**src/rtl/palette_pkg.sv**
```systemverilog
// Shared definitions for the palette fade controller.
// Register indices, STATUS bit positions, fade state type and a helper
// that maps a zero-valued field to 1.
package palette_pkg;

    localparam logic [1:0] REG_TARGET    = 2'd0;
    localparam logic [1:0] REG_CONFIG    = 2'd1;
    localparam logic [1:0] REG_STATUS    = 2'd2;
    localparam logic [1:0] REG_IMMEDIATE = 2'd3;

    // STATUS read bits
    localparam int STAT_BUSY     = 0;
    localparam int STAT_DONE     = 1;
    // STATUS write bits
    localparam int CTRL_ABORT    = 0;
    localparam int CTRL_CLR_DONE = 1;

    typedef enum logic {
        IDLE = 1'b0,
        FADE = 1'b1
    } fade_state_e;

    // A zero step is meaningless; treat it as the smallest useful step.
    function automatic logic [7:0] eff8(input logic [7:0] v);
        return (v == 8'd0) ? 8'd1 : v;
    endfunction

endpackage

```
**src/rtl/palette_fade_ctrl_frame_tick_div.sv**
```systemverilog
// Frame tick generator and frames-per-step divider.
// Ports:
//   clk, reset_n  clock and synchronous active-low reset
//   vblank        vblank level, synchronous to clk
//   enable        count ticks only while a fade is running
//   clear         restart the frame count (retarget)
//   div           raw frames-per-step field, 0 treated as 1
//   step_en       one-cycle strobe when a brightness step is due
module frame_tick_div #(
    parameter int DIV_W = 8
) (
    input  logic             clk,
    input  logic             reset_n,
    input  logic             vblank,
    input  logic             enable,
    input  logic             clear,
    input  logic [DIV_W-1:0] div,
    output logic             step_en
);

    logic             vb_q, vb_qq;
    logic             tick;
    logic [DIV_W-1:0] cnt_q, cnt_d;
    logic [DIV_W-1:0] div_eff;
    logic             at_term;

    // vb_q is the sampled vblank, vb_qq its delayed copy; the tick is the
    // cycle right after vblank is first sampled high.
    assign tick    = vb_q & ~vb_qq;
    assign div_eff = (div == '0) ? DIV_W'(1) : div;
    // >= rather than == so that shrinking div mid-fade steps on the next tick.
    assign at_term = (cnt_q >= (div_eff - DIV_W'(1)));
    assign step_en = enable & tick & ~clear & at_term;

    always_comb begin
        cnt_d = cnt_q;
        if (clear) begin
            cnt_d = '0;
        end else if (enable && tick) begin
            cnt_d = at_term ? '0 : cnt_q + DIV_W'(1);
        end
    end

    always_ff @(posedge clk) begin
        if (!reset_n) begin
            vb_q  <= 1'b0;
            vb_qq <= 1'b0;
            cnt_q <= '0;
        end else begin
            vb_q  <= vblank;
            vb_qq <= vb_q;
            cnt_q <= cnt_d;
        end
    end

endmodule

```
**src/rtl/palette_fade_ctrl.sv**
```systemverilog
// Memory-mapped brightness fade controller for the palette lookup.
// Ramps brightness toward a target by a step every N vblank frames.
// Ports:
//   clk, reset_n          clock and synchronous active-low reset
//   vblank                VGA vblank level
//   memenable/memaddr/memwrite/writedata   bus access
//   memdata               registered read data
//   brightness            to palette brightness input
//   busy, done_pulse      fade in progress / fade reached target
//
// state | meaning
// IDLE  | brightness static, no fade running
// FADE  | stepping brightness toward target on divided frame ticks
module palette_fade_ctrl
    import palette_pkg::*;
#(
    parameter int         DIV_W        = 8,
    parameter logic [7:0] RESET_BRIGHT = 8'd0
) (
    input  logic        clk,
    input  logic        reset_n,
    input  logic        vblank,
    input  logic        memenable,
    input  logic [1:0]  memaddr,
    input  logic        memwrite,
    input  logic [15:0] writedata,
    output logic [15:0] memdata,
    output logic [7:0]  brightness,
    output logic        busy,
    output logic        done_pulse
);

    fade_state_e      state_q, state_d;
    logic [7:0]       bright_q, bright_d;
    logic [7:0]       target_q, target_d;
    logic [7:0]       step_q, step_d;
    logic [DIV_W-1:0] div_q, div_d;
    logic             done_sticky_q, done_sticky_d;
    logic             done_pulse_q, done_pulse_d;
    logic [15:0]      memdata_q, memdata_d;

    logic wr_en, rd_en;
    logic wr_target, wr_config, wr_status, wr_imm;
    logic step_en;
    logic [7:0]  step_eff, step_next;
    logic [8:0]  sum9, diff9;
    logic [15:0] rd_data;

    assign wr_en     = memenable & memwrite;
    assign rd_en     = memenable & ~memwrite;
    assign wr_target = wr_en && (memaddr == REG_TARGET);
    assign wr_config = wr_en && (memaddr == REG_CONFIG);
    assign wr_status = wr_en && (memaddr == REG_STATUS);
    assign wr_imm    = wr_en && (memaddr == REG_IMMEDIATE);

    frame_tick_div #(.DIV_W(DIV_W)) u_tick (
        .clk     (clk),
        .reset_n (reset_n),
        .vblank  (vblank),
        .enable  (state_q == FADE),
        .clear   (wr_target),
        .div     (div_q),
        .step_en (step_en)
    );

    // 9-bit arithmetic so overflow above 255 and underflow below 0 both
    // clamp to the target instead of wrapping.
    assign step_eff = eff8(step_q);
    assign sum9     = {1'b0, bright_q} + {1'b0, step_eff};
    assign diff9    = {1'b0, bright_q} - {1'b0, step_eff};

    always_comb begin
        if (target_q > bright_q) begin
            step_next = (sum9 >= {1'b0, target_q}) ? target_q : sum9[7:0];
        end else begin
            step_next = (diff9[8] || (diff9[7:0] <= target_q)) ? target_q : diff9[7:0];
        end
    end

    always_comb begin
        rd_data = '0;
        case (memaddr)
            REG_TARGET: rd_data[7:0] = bright_q;
            REG_CONFIG: begin
                rd_data[7:0]       = step_q;
                rd_data[8 +: DIV_W] = div_q;
            end
            REG_STATUS: begin
                rd_data[STAT_BUSY] = (state_q == FADE);
                rd_data[STAT_DONE] = done_sticky_q;
            end
            default:    rd_data[7:0] = target_q;
        endcase
    end

    always_comb begin
        state_d       = state_q;
        bright_d      = bright_q;
        target_d      = target_q;
        step_d        = step_q;
        div_d         = div_q;
        done_sticky_d = done_sticky_q;
        done_pulse_d  = 1'b0;
        memdata_d     = rd_en ? rd_data : memdata_q;

        if (wr_config) begin
            step_d = writedata[7:0];
            div_d  = writedata[8 +: DIV_W];
        end
        if (wr_status && writedata[CTRL_CLR_DONE]) begin
            done_sticky_d = 1'b0;
        end

        if (wr_imm) begin
            bright_d = writedata[7:0];
            target_d = writedata[7:0];
            state_d  = IDLE;
        end else if (wr_status && writedata[CTRL_ABORT]) begin
            state_d = IDLE;
        end else if (wr_target) begin
            target_d = writedata[7:0];
            if (writedata[7:0] == bright_q) begin
                state_d       = IDLE;
                done_sticky_d = 1'b1;
                done_pulse_d  = 1'b1;
            end else begin
                state_d       = FADE;
                done_sticky_d = 1'b0;
            end
        end else if ((state_q == FADE) && step_en) begin
            bright_d = step_next;
            if (step_next == target_q) begin
                state_d       = IDLE;
                done_sticky_d = 1'b1;
                done_pulse_d  = 1'b1;
            end
        end
    end

    always_ff @(posedge clk) begin
        if (!reset_n) begin
            state_q       <= IDLE;
            bright_q      <= RESET_BRIGHT;
            target_q      <= RESET_BRIGHT;
            step_q        <= 8'd1;
            div_q         <= DIV_W'(1);
            done_sticky_q <= 1'b0;
            done_pulse_q  <= 1'b0;
            memdata_q     <= '0;
        end else begin
            state_q       <= state_d;
            bright_q      <= bright_d;
            target_q      <= target_d;
            step_q        <= step_d;
            div_q         <= div_d;
            done_sticky_q <= done_sticky_d;
            done_pulse_q  <= done_pulse_d;
            memdata_q     <= memdata_d;
        end
    end

    assign memdata    = memdata_q;
    assign brightness = bright_q;
    assign busy       = (state_q == FADE);
    assign done_pulse = done_pulse_q;

endmodule
```
**config.mk**
```make
export PLATFORM = sky130hd
export DESIGN_NAME = palette_fade_ctrl
export DESIGN_NICKNAME = d
export VERILOG_FILES = /design/src/rtl/palette_pkg.sv /design/src/rtl/palette_fade_ctrl_frame_tick_div.sv /design/src/rtl/palette_fade_ctrl.sv
export SDC_FILE = /design/constraint.sdc
export NUM_CORES = 1
export LEC_CHECK = 0
export ABC_AREA = 1
export CORE_UTILIZATION = 59
export CTS_CLUSTER_SIZE = 40
export DETAILED_ROUTE_END_ITERATION = 16
export DONT_BUFFER_PORTS = 1
export PLACE_DENSITY = 0.76
export SKIP_CTS_REPAIR_TIMING = 1
export SLEW_MARGIN = 20
export SYNTH_ARGS = -nofsm -noshare
export SYNTH_HDL_FRONTEND = slang
export SYNTH_SLANG_ARGS = --single-unit
```
**constraint.sdc**
```tcl
create_clock -name clk -period 3.77 [get_ports clk]
set_clock_uncertainty 0.1 [all_clocks]
set_input_delay 0.377 -clock clk [delete_from_list [all_inputs] [get_ports clk]]
set_output_delay 0.377 -clock clk [all_outputs]
set_load 0.01 [all_outputs]
```
Word level (Yosys, flattened, before mapping)
Index checks and enable logic that the tools add are counted.
W data, S select, Z words.
{ "totals": {"ff_bits": 61, "input_bits": 23} }
{ "classes": {"add_sub_neg": 4, "magnitude_cmp": 4, "eq_ne": 7, "n_mux": 30, "bitwise": 10, "reduce_logical": 21} }
{ "ops": {"columns": ["cell", "n"], "rows": [
  ["$mux W8", 14],
  ["$pmux W6 S3", 1],
  ["$eq A8 B8 Y1", 2],
  ["$logic_not A8 Y1", 2],
  ["$mux W1", 14],
  ["$add A8 B8 Y9", 1],
  ["$ge A9 B8 Y1", 1],
  ["$sub A8 B8 Y9", 1],
  ["$add A8 B1 Y8 const B", 1],
  ["$ge A8 B8 Y1", 1],
  ["$gt A8 B8 Y1", 1],
  ["$le A8 B8 Y1", 1],
  ["$logic_and A1 B1 Y1", 8],
  ["$reduce_bool A2 Y1", 4],
  ["$sub A8 B1 Y8 const B", 1],
  ["$and A1 B1 Y1", 6],
  ["$pmux W2 S3", 1],
  ["$eq A2 B2 Y1 const B", 2],
  ["$ne A2 B2 Y1 const B", 2],
  ["$not A1 Y1", 4],
  ["$reduce_and A2 Y1", 2],
  ["$reduce_and A3 Y1", 1],
  ["$reduce_or A3 Y1", 1],
  ["$eq A2 B1 Y1 const B", 1],
  ["3 further kinds", 3]
]} }

Longest topological paths before layout
{ "logic_depth": {"depth_word": 13, "depth_mapped": 31} }

Hierarchy
From an unflattened synthesis, not the netlist that was laid out.
{ "unflattened": {"hier_cells": 732, "hier_area_um2": 4957.3} }
{ "modules_own_cells": {"columns": ["module", "n_inst", "cells_each", "area_per_inst_um2"], "rows": [
  ["palette_fade_ctrl", 1, 615, 4144.0],
  ["frame_tick_div", 1, 117, 813.3]
]} }

Worst setup path after synthesis
OpenSTA, ideal clock, no wires.
{ "synth_path": {"kind": "reg-to-reg", "from": "register step_q[1]", "to": "register done_sticky_q", "setup_ns": 0.066, "arrival_ns": 3.448, "path_slack_ns": 0.156, "stages_incl_launch_ff": 28, "path_buffers": 0, "path_cell_list": "dfxtp_1 inv_1 nand4_1 o41ai_1 ha_1 inv_1 fa_1 nand4_1 nand3_1 nand2_1 nand2_1 ha_1 nand2_1 nor2_1 nand4_1 nand3_4 inv_2 nand2_1 nand3_1 nand2_1 nand2_1 nand2_1 nand2_1 nor2_1 nand3_1 nand2_1 nand2_1 a21oi_2"} }
{ "synth_via": {"elab_chain_len": 13} }
{ "synth_lines": {"columns": ["item", "line", "text"], "rows": [
  ["from (decl)", "palette_fade_ctrl.sv:36", "logic [7:0] step_q, step_d;"],
  ["from (signal assigned)", "palette_fade_ctrl.sv:154", "step_q <= step_d;"],
  ["$logic_not A8 Y1", "palette_pkg.sv:25", "return (v == 8'd0) ? 8'd1 : v;"],
  ["$mux W8 *", "palette_pkg.sv:25", null],
  ["$sub A8 B8 Y9", "palette_fade_ctrl.sv:70", "assign diff9 = {1'b0, bright_q} - {1'b0, step_eff};"],
  ["$le A8 B8 Y1", "palette_fade_ctrl.sv:76", "step_next = (diff9[8] || (diff9[7:0] <= target_q)) ? target_q : diff9[7:0];"],
  ["$logic_or A1 B1 Y1", "palette_fade_ctrl.sv:76", null],
  ["$mux W8", "palette_fade_ctrl.sv:76", null],
  ["$mux W8 *", "palette_fade_ctrl.sv:73", "if (target_q > bright_q) begin"],
  ["$eq A8 B8 Y1 *", "palette_fade_ctrl.sv:132", "if (step_next == target_q) begin"],
  ["$mux W1 *", "palette_fade_ctrl.sv:132", null],
  ["$mux W1 *", "palette_fade_ctrl.sv:130", "end else if ((state_q == FADE) && step_en) begin"],
  ["$mux W1 *", "palette_fade_ctrl.sv:120", "end else if (wr_target) begin"],
  ["$mux W1 *", "palette_fade_ctrl.sv:118", "end else if (wr_status && writedata[CTRL_ABORT]) begin"],
  ["$mux W1 *", "palette_fade_ctrl.sv:114", "if (wr_imm) begin"],
  ["to (signal assigned)", "palette_fade_ctrl.sv:156", "done_sticky_q <= done_sticky_d;"],
  ["to (decl)", "palette_fade_ctrl.sv:38", "logic done_sticky_q, done_sticky_d;"]
]} }
Mark *: on every way between the ends. The rest lies on a longest branch, timed or not.
A chain may end at the register's enable or synchronous reset.

Worst setup path in the final report
{ "layout_path": {"from": "register step_q[3]", "to": "register done_sticky_q"} }
The elaborated chain is that of the path after synthesis.

==> metrics.yaml <==
yosys:
  asyncSetResetFlopFracSynth_pct: 0
  synth_seq_area_share_pct: 25.4
  yosys_warnings: 0
  mappedNetlistNets: 802
  ys.flop_type: "sky130_fd_sc_hd__dfxtp_1"
  post_synth_instance_area_mm2: 0.00482
  synth.distinct_cells: 48
  synthesis.area_per_instance_um2: 6.64
  synth_edf_count: 0
  post_synthesis_register_bit_count: 61
  netlist_instances: 725
final_layout:
  num-nets-final: 849
  finish.cell_count_without_fillers: 879
  finish.utilization_pct: 74.8
  area_growth_syn_to_layout_pct: 21.3
  antenna_cells: 0
  final_layout_size_suffix_gt1_share_pct: 21.0
  fillerInstances: 634
  design_area_mm2: 0.00584
worst_setup_path:
  crit_path_end_kind: "flip-flop"
  setup.worst_path.class: "reg -> reg"
  cp.buffers_inverters: 2
  timing.critical_path.max_delay_family: "simple AND/OR/NAND/NOR gates"
  cell_occurring_most_often_along_the_worst_timing_path: "sky130_fd_sc_hd__nand2_2"
  critical_path_startpoint_category: "flip-flop"
  critical_path.slowest_cell: "sky130_fd_sc_hd__dfxtp_1"
  worst_path_largest_cell_delay_ns: 0.33
  critical_path_required_ns: 3.96
  worst-endpoint-arrival_ns: 4.21
  setup.reg_to_reg.worst_slack_ns: -0.25
  timing.rr.end: "done_sticky_q$_SDFF_PN0_"
  reg2reg_depth: 27
  startpoint: "step_q[3]$_SDFFE_PN0P_"
  cp_max_fo: 5
  critical_path.reg2reg.startpoint: "step_q[3]$_SDFFE_PN0P_"
global_routing:
  grt_pass1_vias: 4692
  grt_pass1_wl_um: 23900
  grt_max_degree: 36
  gr-usage-all-layers_pct: 36.3
  antenna_found_initial: 0
  grt.overflow.total: 0
timing:
  post-route-period-util_pct: 107
  hold_viol_final: 0
  rsz0062_at_grt: "true"
  min_period_ns: 4.02
  worst_pin_slew_ns: 0.957
  final_max_slew_viol_count: 0
  worst_slack_ns: -0.255
  max-slew-margin-rel_pct: 36.0
  setup_viol_count_final: 10
  fmax_mhz: 248
clocking:
  clk_root_buffer_cell: "sky130_fd_sc_hd__clkbuf_8"
  cts_sinks: 61
  cts_tree: "yes"
  clockBufferDepth: 2
  htree_levels: 3
  worst_skew_pair.late_latency_ns: 0.35
  clk_pin_slew_worst_paths_ns: 0.07
  tritoncts.num_buffers: 9
die:
  initial_core_utilization_pct: 61.7
  std_cell_rows: 32
  die-height_um: 92.3
  die_area_mm2: 0.00853
  fp.dieW_um: 92.3
  placeableCoreArea_mm2: 0.00781
  pin_count: 49
min_path:
  whs_path_depth: 2
  timing.hold.worst.class: "in -> reg"
  worstHoldStart: "vblank"
  timing.hold.worst_endpoint: "u_tick.vb_q$_SDFF_PN0_"
detailed_routing:
  detail_route.first_pass.iterations: 5
  drt_wl_total_um: 15700
  detail-route-antenna-nets: 0
  detail_route.drc_violations: 0
  detail_route.iter0.violations: 497
  avgViaCountPerCell: 5.98
  drt-wirelength-per-cell_um: 17.9
  routed-via-count: 5258
pwr:
  p_int_uw: 1430
  p_clk_share_pct: 28.1
  ir_drop_mv: 0.304
  combinationalPowerShare_pct: 42.8
  power.net_switching_uw: 943
  seq_power_share_pct: 29.2
  switching_share_pct: 39.7
  p_leak_uw: 0.00283
  cellPowerDensity_mw_per_mm2: 407
placed_design:
  placed_cells_incl_taps: 850
  place_area_mm2: 0.00519
  buffer_ports.inserted: 0
  dpl.hpwl_um: 11600
  post-place-ws_ns: -0.326
  gp_congestion: 0.962
flow_run:
  cap_viol_max_count: 0
status:
  outcome: "finished, violations left"
  violations: "negative setup slack"
==> synthesized netlist by cell type (2+ instances only) <==
master	n	area (um^2)
sky130_fd_sc_hd__nor2_1	65	244
sky130_fd_sc_hd__o21ai_0	44	220
sky130_fd_sc_hd__a31oi_1	3	18.8
sky130_fd_sc_hd__nand3_2	3	30.0
sky130_fd_sc_hd__xor2_1	15	131
sky130_fd_sc_hd__fa_1	2	40.0
sky130_fd_sc_hd__nand3_1	53	265
sky130_fd_sc_hd__xnor2_1	3	26.3
sky130_fd_sc_hd__a221oi_1	4	35.0
sky130_fd_sc_hd__clkbuf_1	16	60.1
sky130_fd_sc_hd__nor4_1	3	18.8
sky130_fd_sc_hd__inv_1	92	345
sky130_fd_sc_hd__inv_2	3	11.3
sky130_fd_sc_hd__buf_2	4	20.0
sky130_fd_sc_hd__clkinv_1	2	7.51
sky130_fd_sc_hd__nand2_1	168	631
sky130_fd_sc_hd__and2_1	2	12.5
sky130_fd_sc_hd__nand2_2	6	37.5
sky130_fd_sc_hd__ha_1	52	651
sky130_fd_sc_hd__nand3b_1	6	45.0
sky130_fd_sc_hd__nor3_1	5	25.0
sky130_fd_sc_hd__o211ai_1	4	30.0
sky130_fd_sc_hd__nand4_1	22	138
sky130_fd_sc_hd__a21oi_2	5	43.8
sky130_fd_sc_hd__o21bai_1	2	15.0
sky130_fd_sc_hd__a22oi_1	8	60.1
sky130_fd_sc_hd__dfxtp_1	61	1220
sky130_fd_sc_hd__o21a_1	3	22.5
sky130_fd_sc_hd__a21oi_1	50	250
==> worst reg2reg max path, stage by stage (launching register included) <==
cell and delay, ns:
sky130_fd_sc_hd__dfxtp_1 0.33, sky130_fd_sc_hd__inv_2 0.06, sky130_fd_sc_hd__nand4_1 0.10, sky130_fd_sc_hd__o41ai_2 0.31, sky130_fd_sc_hd__buf_4 0.20, sky130_fd_sc_hd__ha_4 0.14
sky130_fd_sc_hd__fa_2 0.23, sky130_fd_sc_hd__nand3_2 0.10, sky130_fd_sc_hd__nand2_2 0.11, sky130_fd_sc_hd__xor2_2 0.24, sky130_fd_sc_hd__ha_1 0.31, sky130_fd_sc_hd__nand2_2 0.11
sky130_fd_sc_hd__nor2_1 0.06, sky130_fd_sc_hd__a21oi_2 0.16, sky130_fd_sc_hd__nand2_2 0.08, sky130_fd_sc_hd__nor2_4 0.22, sky130_fd_sc_hd__nand2_4 0.13, sky130_fd_sc_hd__nand2_2 0.10
sky130_fd_sc_hd__nand3_4 0.09, sky130_fd_sc_hd__nand2_2 0.11, sky130_fd_sc_hd__nand2_1 0.06, sky130_fd_sc_hd__nand2_2 0.09, sky130_fd_sc_hd__nand2_2 0.07, sky130_fd_sc_hd__nor2_4 0.10
sky130_fd_sc_hd__nand3_2 0.08, sky130_fd_sc_hd__nand2_1 0.09, sky130_fd_sc_hd__nand2_2 0.06, sky130_fd_sc_hd__a21oi_2 0.13
==> logic make-up after synthesis <==
| family | after synthesis | share of synthesized area, % |
|---|---|---|
| buffers and inverters | 121 | 9.82 |
| xor gates and xnor gates | 18 | 3.27 |
| and+or+nand+nor | 339 | 31.3 |
| AOI/OAI and AO/OA | 132 | 15.9 |
| adders and majority gates | 54 | 14.3 |
| DFF | 61 | 25.4 |
==> metal layers <==
metal	vias up	track usage, %	part of all wire [%]
met4	0	7.55	1.7
met5	-	0	0
met1	2429	52.2	43
li1	2506	-	-
met3	35	9.03	11
met2	288	54.6	45
==> worst max path at each step <==
stage          depth (start not counted)                       end
2_1_floorplan                         27  done_sticky_q$_SDFF_PN0_
3_3_place_gp                          27  done_sticky_q$_SDFF_PN0_
3_5_place_dp                          27  done_sticky_q$_SDFF_PN0_
4_1_cts                               27  done_sticky_q$_SDFF_PN0_
5_1_grt                               27  done_sticky_q$_SDFF_PN0_
6_report                              27  done_sticky_q$_SDFF_PN0_
==> layout make-up <==
type / count / area [um^2] / area share [%]
clock buffer: 10 / 128 / 2.19
tap: 102 / 128 / 2.19
sequential: 61 / 1220 / 21.0
timing repair buffer: 57 / 435 / 7.46
clock inverter: 6 / 95.1 / 1.63
inverter: 98 / 370 / 6.34
multi-input combinational: 545 / 3460 / 59.2
==> flip-flops by register name, summed over array words and instances, names as in the netlist <==
signal / flops
brightness: 8
busy: 1
div_q: 8
done_pulse: 1
done_sticky_q: 1
memdata: 16
step_q: 8
target_q: 8
u_tick.cnt_q: 8
u_tick.vb_q: 1
u_tick.vb_qq: 1
==> per-stage QoR <==
step | hold slack [ns] | TNS [ns] | power [uW]
after floorplan | 0.307 | 0 | 1250
after global placement | 0.317 | -0.515 | 1480
after detailed placement | 0.325 | -1.87 | 1500
after CTS | 0.0195 | -2.41 | 2160
after global routing | 0.0269 | -3.18 | 2500
final | 0.0347 | -1.15 | 2380
==> power by group through the flow <==
stage | Combinational (uW) | Clock (uW) | Sequential (uW)
6_report | 1020 | 668 | 693
5_1_grt | 1110 | 696 | 694
4_1_cts | 801 | 664 | 690
3_5_place_dp | 795 | 0 | 705
3_3_place_gp | 779 | 0 | 705
2_1_floorplan | 553 | 0 | 701
==> cells in the final DEF (no fill, tap or decap), drive strengths merged, types with 3 or more instances in the layout <==
cell type	n
nand2	176
inv	97
nor2	66
dfxtp	61
nand3	58
buf	57
a21oi	55
ha	52
o21ai	44
nand4	22
xor2	15
clkbuf	10
a22oi	8
nand3b	6
nor3	5
clkinv	5
o211ai	4
a221oi	4
nor4	3
o21a	3
a31oi	3
xnor2	3
No activity file was read; power rests on OpenSTA's default activity.
